==> config.mk <==
export PLATFORM = sky130hd
export DESIGN_NAME = tracking_history_arbiter
export DESIGN_NICKNAME = d
export VERILOG_FILES = /design/src/rtl/tracking_history_arbiter.sv
export SDC_FILE = /design/constraint.sdc
export NUM_CORES = 2
export LEC_CHECK = 0
export CELL_PAD_IN_SITES_DETAIL_PLACEMENT = 0
export CELL_PAD_IN_SITES_GLOBAL_PLACEMENT = 1
export CORE_ASPECT_RATIO = 1.25
export CORE_UTILIZATION = 46
export DETAILED_ROUTE_END_ITERATION = 7
export GPL_ROUTABILITY_DRIVEN = 1
export PLACE_DENSITY = 0.82
export SLEW_MARGIN = 40
export SYNTH_ARGS = -nofsm -noshare
export SYNTH_HDL_FRONTEND = slang
export SYNTH_SLANG_ARGS = --single-unit
==> constraint.sdc <==
create_clock -name clk -period 2.81 [get_ports clk]
set_input_delay 0.843 -clock clk [delete_from_list [all_inputs] [get_ports clk]]
set_output_delay 0.843 -clock clk [all_outputs]
set_load 0.005 [all_outputs]
==> src/rtl/tracking_history_arbiter.sv <==
// Tracking-loop request initiator: gathers tagged accumulations per channel, keeps per-channel
// loop history, issues one tracking request at a time and forwards loop results back to channels.
module tracking_history_arbiter #(
    parameter int unsigned NUM_CHANNELS = 4,
    parameter int unsigned I2Q2_W       = 38,
    parameter int unsigned IQ_W         = 19,
    parameter int unsigned ACC_W        = 16,
    parameter int unsigned W_DF_W       = 24,
    parameter int unsigned W_DF_DOT_W   = 24,
    parameter int unsigned DOPPLER_W    = 17,
    parameter int unsigned CA_INC_W     = 15,
    parameter int unsigned TAU_W        = 21,
    parameter int unsigned TIMEOUT      = 1023,
    localparam int unsigned CH_W        = (NUM_CHANNELS > 1) ? $clog2(NUM_CHANNELS) : 1
) (
    input  logic                  clk,
    input  logic                  reset_n,
    input  logic                  acc_valid,
    input  logic [CH_W-1:0]       acc_tag,
    input  logic [I2Q2_W-1:0]     acc_i2q2_early,
    input  logic [I2Q2_W-1:0]     acc_i2q2_prompt,
    input  logic [I2Q2_W-1:0]     acc_i2q2_late,
    input  logic [ACC_W-1:0]      acc_i_prompt,
    input  logic [ACC_W-1:0]      acc_q_prompt,
    input  logic                  chan_init,
    input  logic [CH_W-1:0]       chan_init_tag,
    input  logic [W_DF_W-1:0]     chan_init_w_df,
    output logic                  i2q2_valid,
    output logic [I2Q2_W-1:0]     i2q2_early_k,
    output logic [I2Q2_W-1:0]     i2q2_prompt_k,
    output logic [I2Q2_W-1:0]     i2q2_late_k,
    output logic [ACC_W-1:0]      i_prompt_k,
    output logic [ACC_W-1:0]      q_prompt_k,
    output logic [ACC_W-1:0]      i_prompt_km1,
    output logic [ACC_W-1:0]      q_prompt_km1,
    output logic [IQ_W-1:0]       iq_prompt_km1,
    output logic [W_DF_W-1:0]     w_df_k,
    output logic [W_DF_DOT_W-1:0] w_df_dot_k,
    input  logic                  tracking_ready,
    input  logic [IQ_W-1:0]       iq_prompt_k,
    input  logic [DOPPLER_W-1:0]  doppler_inc_kp1,
    input  logic [W_DF_W-1:0]     w_df_kp1,
    input  logic [W_DF_DOT_W-1:0] w_df_dot_kp1,
    input  logic [CA_INC_W-1:0]   ca_dphi_kp1,
    input  logic [TAU_W-1:0]      tau_prime_kp1,
    output logic                  update_valid,
    output logic [CH_W-1:0]       update_tag,
    output logic [DOPPLER_W-1:0]  update_doppler_inc,
    output logic [CA_INC_W-1:0]   update_ca_dphi,
    output logic [TAU_W-1:0]      update_tau_prime,
    output logic                  overrun,
    output logic                  timeout_err
);

    localparam int unsigned CNT_W = $clog2(TIMEOUT + 1);

    typedef enum logic [1:0] {ST_IDLE, ST_ISSUE, ST_WAIT, ST_WRITEBACK} state_e;

    state_e                  state_q;
    logic [CH_W-1:0]         tag_q;
    logic [CH_W-1:0]         ptr_q;
    logic [CNT_W-1:0]        cnt_q;
    logic                    kill_q;
    logic [NUM_CHANNELS-1:0] pending_q;

    logic [I2Q2_W-1:0]     snap_e_q [NUM_CHANNELS];
    logic [I2Q2_W-1:0]     snap_p_q [NUM_CHANNELS];
    logic [I2Q2_W-1:0]     snap_l_q [NUM_CHANNELS];
    logic [ACC_W-1:0]      snap_i_q [NUM_CHANNELS];
    logic [ACC_W-1:0]      snap_q_q [NUM_CHANNELS];

    logic [ACC_W-1:0]      hist_i_q   [NUM_CHANNELS];
    logic [ACC_W-1:0]      hist_q_q   [NUM_CHANNELS];
    logic [IQ_W-1:0]       hist_iq_q  [NUM_CHANNELS];
    logic [W_DF_W-1:0]     hist_wdf_q [NUM_CHANNELS];
    logic [W_DF_DOT_W-1:0] hist_dot_q [NUM_CHANNELS];

    logic            sel_found_c;
    logic [CH_W-1:0] sel_tag_c;
    logic            take_c;
    logic            hit_c;
    logic            wb_fire_c;

    // Round-robin pick: first pending channel at or after the pointer, wrapping.
    always_comb begin
        int unsigned idx;
        sel_found_c = 1'b0;
        sel_tag_c   = '0;
        for (int unsigned k = 0; k < NUM_CHANNELS; k++) begin
            idx = 32'(ptr_q) + k;
            if (idx >= NUM_CHANNELS) idx = idx - NUM_CHANNELS;
            if (!sel_found_c && pending_q[CH_W'(idx)]) begin
                sel_found_c = 1'b1;
                sel_tag_c   = CH_W'(idx);
            end
        end
    end

    assign take_c    = (state_q == ST_IDLE) && sel_found_c;
    assign hit_c     = chan_init && (chan_init_tag == tag_q);
    assign wb_fire_c = (state_q == ST_WAIT) && tracking_ready && !kill_q && !hit_c;

    // Snapshot intake; no reset dependency on the FSM.
    always_ff @(posedge clk or negedge reset_n) begin
        if (!reset_n) begin
            for (int unsigned c = 0; c < NUM_CHANNELS; c++) begin
                snap_e_q[c] <= '0;
                snap_p_q[c] <= '0;
                snap_l_q[c] <= '0;
                snap_i_q[c] <= '0;
                snap_q_q[c] <= '0;
            end
        end else if (acc_valid) begin
            snap_e_q[acc_tag] <= acc_i2q2_early;
            snap_p_q[acc_tag] <= acc_i2q2_prompt;
            snap_l_q[acc_tag] <= acc_i2q2_late;
            snap_i_q[acc_tag] <= acc_i_prompt;
            snap_q_q[acc_tag] <= acc_q_prompt;
        end
    end

    // A snapshot consumed by this cycle's selection is not counted as overwritten.
    always_ff @(posedge clk or negedge reset_n) begin
        if (!reset_n) begin
            pending_q <= '0;
            overrun   <= 1'b0;
        end else begin
            overrun <= acc_valid && pending_q[acc_tag] && !(take_c && (sel_tag_c == acc_tag));
            if (take_c) pending_q[sel_tag_c] <= 1'b0;
            if (acc_valid) pending_q[acc_tag] <= 1'b1;
        end
    end

    // History: loop writeback, then channel init (init wins on the same tag).
    always_ff @(posedge clk or negedge reset_n) begin
        if (!reset_n) begin
            for (int unsigned c = 0; c < NUM_CHANNELS; c++) begin
                hist_i_q[c]   <= '0;
                hist_q_q[c]   <= '0;
                hist_iq_q[c]  <= '0;
                hist_wdf_q[c] <= '0;
                hist_dot_q[c] <= '0;
            end
        end else begin
            if (wb_fire_c) begin
                hist_i_q[tag_q]   <= i_prompt_k;
                hist_q_q[tag_q]   <= q_prompt_k;
                hist_iq_q[tag_q]  <= iq_prompt_k;
                hist_wdf_q[tag_q] <= w_df_kp1;
                hist_dot_q[tag_q] <= w_df_dot_kp1;
            end
            if (chan_init) begin
                hist_i_q[chan_init_tag]   <= '0;
                hist_q_q[chan_init_tag]   <= '0;
                hist_iq_q[chan_init_tag]  <= '0;
                hist_wdf_q[chan_init_tag] <= chan_init_w_df;
                hist_dot_q[chan_init_tag] <= '0;
            end
        end
    end

    // Request/result sequencer with registered strobes and held operands.
    always_ff @(posedge clk or negedge reset_n) begin
        if (!reset_n) begin
            state_q            <= ST_IDLE;
            tag_q              <= '0;
            ptr_q              <= '0;
            cnt_q              <= '0;
            kill_q             <= 1'b0;
            i2q2_valid         <= 1'b0;
            i2q2_early_k       <= '0;
            i2q2_prompt_k      <= '0;
            i2q2_late_k        <= '0;
            i_prompt_k         <= '0;
            q_prompt_k         <= '0;
            i_prompt_km1       <= '0;
            q_prompt_km1       <= '0;
            iq_prompt_km1      <= '0;
            w_df_k             <= '0;
            w_df_dot_k         <= '0;
            update_valid       <= 1'b0;
            update_tag         <= '0;
            update_doppler_inc <= '0;
            update_ca_dphi     <= '0;
            update_tau_prime   <= '0;
            timeout_err        <= 1'b0;
        end else begin
            i2q2_valid   <= 1'b0;
            update_valid <= 1'b0;
            timeout_err  <= 1'b0;
            case (state_q)
                ST_IDLE: begin
                    if (sel_found_c) begin
                        tag_q         <= sel_tag_c;
                        kill_q        <= chan_init && (chan_init_tag == sel_tag_c);
                        i2q2_early_k  <= snap_e_q[sel_tag_c];
                        i2q2_prompt_k <= snap_p_q[sel_tag_c];
                        i2q2_late_k   <= snap_l_q[sel_tag_c];
                        i_prompt_k    <= snap_i_q[sel_tag_c];
                        q_prompt_k    <= snap_q_q[sel_tag_c];
                        i_prompt_km1  <= hist_i_q[sel_tag_c];
                        q_prompt_km1  <= hist_q_q[sel_tag_c];
                        iq_prompt_km1 <= hist_iq_q[sel_tag_c];
                        w_df_k        <= hist_wdf_q[sel_tag_c];
                        w_df_dot_k    <= hist_dot_q[sel_tag_c];
                        i2q2_valid    <= 1'b1;
                        state_q       <= ST_ISSUE;
                    end
                end
                ST_ISSUE: begin
                    cnt_q   <= '0;
                    kill_q  <= kill_q | hit_c;
                    state_q <= ST_WAIT;
                end
                ST_WAIT: begin
                    kill_q <= kill_q | hit_c;
                    if (tracking_ready) begin
                        update_valid       <= wb_fire_c;
                        update_tag         <= tag_q;
                        update_doppler_inc <= doppler_inc_kp1;
                        update_ca_dphi     <= ca_dphi_kp1;
                        update_tau_prime   <= tau_prime_kp1;
                        state_q            <= ST_WRITEBACK;
                    end else if (cnt_q == CNT_W'(TIMEOUT - 1)) begin
                        timeout_err <= 1'b1;
                        state_q     <= ST_IDLE;
                    end else begin
                        cnt_q <= cnt_q + CNT_W'(1);
                    end
                end
                ST_WRITEBACK: begin
                    ptr_q   <= (tag_q == CH_W'(NUM_CHANNELS - 1)) ? '0 : tag_q + CH_W'(1);
                    kill_q  <= 1'b0;
                    state_q <= ST_IDLE;
                end
                default: state_q <= ST_IDLE;
            endcase
        end
    end

endmodule
==> qor.tcl <==
set qor(r2r.worst_path.cells) 6
set qor(result_of_the_run) {complete, no violations}
set qor(fraction_of_power_spent_switching_nets_pct) 36.6
set qor(post_synthesis_cell_count) 5002
set qor(whs_path_depth) 1
set qor(power_report.internal_total_mw) 49.7
set qor(yosys.cell_count.top_type) {dfrtp_1}
set qor(gr-total-overflow) 0
set qor(clock_path_buffers) 3
set qor(power_frac_clock_pct) 23.3
set qor(synthTopCellsByCount) {dfrtp_1, nand2_1, mux2_2}
set qor(num_vias) 42200
set qor(first_pass_grt_wire_length_mm) 269
set qor(max_clock_freq_ghz) 0.362
set qor(timing_worst_setup_path_type) {register to output pin}
set qor(reg2reg_to) {i2q2_prompt_k[32]$_DFFE_PN0N_}
set qor(detail_route.drc_violations) 0
set qor(finClkSkew_ns) 0.0263
set qor(grt_pass1_vias) 43500
set qor(tritoncts) {built}
set qor(clkTransAtPathRegs_ns) 0.06
set qor(avgRoutedWirePerCell_um) 24.3
set qor(hold_class) {register to register}
set qor(synth_edf_count) 0
set qor(finalNetCount) 5859
set qor(timing.critical_path.cells) {clkdlybuf4s50_1}
set qor(ys_types) 51
set qor(power.net_switching_mw) 28.7
set qor(hold_path_end) {snap_l_q[26]$_DFFE_PN0P_}
set qor(die_x_um) 316
set qor(power.share.combinational_pct) 40.3
set qor(insertion_delay_ns) 0.79
set qor(sinks_on_the_clock_net) 1305
set qor(final_area_mm2) 0.0706
set qor(first_iter_violations) 3064
set qor(grt_antenna_before_repair) 30
set qor(layout-area-overhead-vs-synth_pct) 24.4
set qor(vias_per_cell) 5.83
set qor(place_area_mm2) 0.0661
set qor(setup-tns-final_ns) 0
set qor(gp_congestion) 0.829
set qor(portBuffers) 602
set qor(setup_viol) 0
set qor(irDropWorstVdd_uv) 1060
set qor(endpoint_kind) {output pin}
set qor(estimated_wirelength_of_the_detail_placed_design_mm) 107
set qor(track_usage_pct) 28.2
set qor(worst-r2r-setup-slack_ns) 0.36
set qor(crit_arrival_ns) 1.92
set qor(final_period_minus_worst_setup_slack_ns) 2.76
set qor(post-synth-top-area-fraction_pct) 57.5
set qor(synth_top_cell_by_area) {dfrtp_1}
set qor(async_reset_ff_share_pct) 100
set qor(totalPowerFinal_mw) 78.4
set qor(std_cell_rows) 143
set qor(final_max_tran_viols) 0
set qor(slew-limit-headroom_pct) 50.7
set qor(synthesis.nets) 5312
set qor(post_synthesis_area_per_instance_um2) 11.4
set qor(drt_wl_total_mm) 176
set qor(largest_incremental_delay_on_the_critical_path_ns) 0.67
set qor(start_kind) {register}
set qor(critical_path_peak_fanout) 6
set qor(dominantRegCellSynth) {dfrtp_1}
set qor(synth_sequential_area_ratio_pct) 57.5
set qor(p_leak_nw) 30.7
set qor(syn_area_mm2) 0.0568
set qor(grt_start_max_net_pins) 118
set qor(floorplan.core_area_mm2) 0.122
set qor(htreeDepth) 4
set qor(cts_root_buf) {clkbuf_16}
set qor(initial_utilization_pct) 46.5
set qor(cts_buffers) 137
set qor(floorplan.io_pins) 603
set qor(critical-path-top-delay-family) {buffers and inverters}
set qor(detailedPlace.worstSlack_ns) -0.0488
set qor(timing.hold.worst.start) {snap_l_q[26]$_DFFE_PN0P_}
set qor(final_layout_size_suffix_gt1_share_pct) 20.1
set qor(reg2reg_from) {ptr_q[0]$_DFFE_PN0N_}
set qor(postSynthRegisterBits) 1305
set qor(setup_slack_ns) 0.0453
set qor(cellPowerDensity_mw_per_mm2) 1110
set qor(cap_violations) 0
set qor(hold_viol_final) 0
set qor(drt_pass1_iterations) 5
set qor(worstPathRequired_ns) 1.97
set qor(worstPathBufferInverterCount) 1
set qor(warnings_from_yosys) 0
set qor(detail-route-antenna-nets) 0
set qor(measured_slew_at_the_worst_slew_check_pin_ns) 0.739
set qor(slowest_stage) {clkdlybuf4s50_1}
set qor(postCtsSetupRepairBufs) 0
set qor(synth.area.top_cells) {dfrtp_1, mux2_2, a211oi_1}
set qor(finalCritPeriodShare_pct) 98.4
set qor(final_core_utilization_pct) 57.9
set qor(seq_power_share_pct) 36.4
set qor(die_outline_area_mm2) 0.125
set qor(die_h_um) 395
set qor(rsz0062_at_grt) {no}
-- logic make-up (layout without fill, tap and decap cells) --
group | count (synthesis) | after routing | synth area share, %
AOI/OAI and AO/OA | 1013 | 1013 | 11.4
adders and majority gates | 11 | 11 | 0.242
buffers and inverters | 408 | 1051 | 3.22
other | 0 | 6 | 0
muxes | 887 | 887 | 17.1
DFF | 1305 | 1305 | 57.5
xor gates and xnor gates | 9 | 9 | 0.152
and+or+nand+nor | 1369 | 1369 | 10.4
-- layer usage --
layer	global-route usage, %	up-vias	wire length, um
met5	0	-	281
met3	8.16	336	14900
met4	10.1	42	5450
met2	45.8	1434	83700
met1	35.5	21700	71700
li1	-	18800	-
-- how the worst max path moves through the flow --
| stage | startpoint | to | slack (ns) | cells after the start |
|---|---|---|---|---|
| after detailed placement | chan_init_tag[0] | hist_q_q[36]$_DFF_PN0_ | -0.05 | 8 |
| after CTS | i_prompt_k[15]$_DFFE_PN0N_ | i_prompt_k[15] | 0.008 | 1 |
| final | q_prompt_k[15]$_DFFE_PN0N_ | q_prompt_k[15] | 0.05 | 1 |
| after floorplan | chan_init_tag[1] | hist_wdf_q[24]$_DFF_PN0_ | 0.43 | 8 |
| after global placement | acc_tag[0] | snap_l_q[128]$_DFFE_PN0P_ | -0.03 | 5 |
| after global routing | q_prompt_k[15]$_DFFE_PN0N_ | q_prompt_k[15] | 0.001 | 1 |
-- registers in the layout (all words and copies together), names as in the netlist, 16 cells and up --
signal,cells
snap_e_q,152
snap_l_q,152
snap_p_q,152
hist_dot_q,96
hist_wdf_q,96
hist_iq_q,76
hist_i_q,64
hist_q_q,64
snap_i_q,64
snap_q_q,64
i2q2_early_k,38
i2q2_late_k,38
i2q2_prompt_k,38
w_df_dot_k,24
w_df_k,24
update_tau_prime,21
iq_prompt_km1,19
update_doppler_inc,17
i_prompt_k,16
i_prompt_km1,16
q_prompt_k,16
q_prompt_km1,16
-- through the flow --
| stage | cells | hold WS [ns] |
|---|---|---|
| 2_1_floorplan | 5002 | 0.458 |
| 3_3_place_gp | 7004 | 0.464 |
| 3_5_place_dp | 7004 | 0.484 |
| 4_1_cts | 7240 | 0.497 |
| 5_1_grt | 7245 | 0.502 |
| 6_report | 7246 | 0.494 |
-- power by group through the flow --
stage                     Combinational, mW  Clock, mW  Sequential [mW]
after global placement                 31.2          0             28.6
after floorplan                        17.8          0             27.8
after detailed placement               31.6          0             28.8
final                                  31.7       18.3             28.5
after CTS                              31.7       18.6             28.5
after global routing                   34.0       19.3             29.2
-- cell usage in the layout, fill, tap and decap left out, types with 7 or more instances in the layout --
| master | count |
|---|---|
| o21ai_0 | 14 |
| nand2_1 | 712 |
| dfrtp_2 | 8 |
| clkbuf_8 | 26 |
| nand3_1 | 8 |
| clkbuf_16 | 143 |
| clkbuf_1 | 22 |
| mux2i_1 | 247 |
| dlygate4sd2_1 | 9 |
| a21oi_1 | 454 |
| and3_1 | 246 |
| buf_12 | 115 |
| a211oi_1 | 490 |
| clkdlybuf4s50_1 | 591 |
| a21oi_2 | 40 |
| inv_1 | 9 |
| nor2_1 | 351 |
| bufinv_16 | 7 |
| dfrtp_1 | 1297 |
| clkinv_2 | 25 |
| buf_4 | 88 |
| mux2_2 | 639 |
| ha_1 | 11 |
-- repair_timing --
action / CTS / global route
endpoints found under the setup margin: 17 / 1
gates cloned: 0 / 0
endpoints found under the hold margin: 8 / 0
pin swaps: 0 / 0
hold buffers: 1 / 0
gates resized for setup: 17 / 1
-- cell type report --
class,count,area [um^2]
Antenna cell,6,15.0
Clock buffer,191,4020
Clock inverter,44,458
Fill cell,10200,51400
Inverter,10,45.0
Multi-Input combinational cell,3289,22400
Sequential cell,1305,32700
Tap cell,1595,2000
Timing Repair Buffer,806,9010
Note: power is estimated with default switching activity, not from simulation.
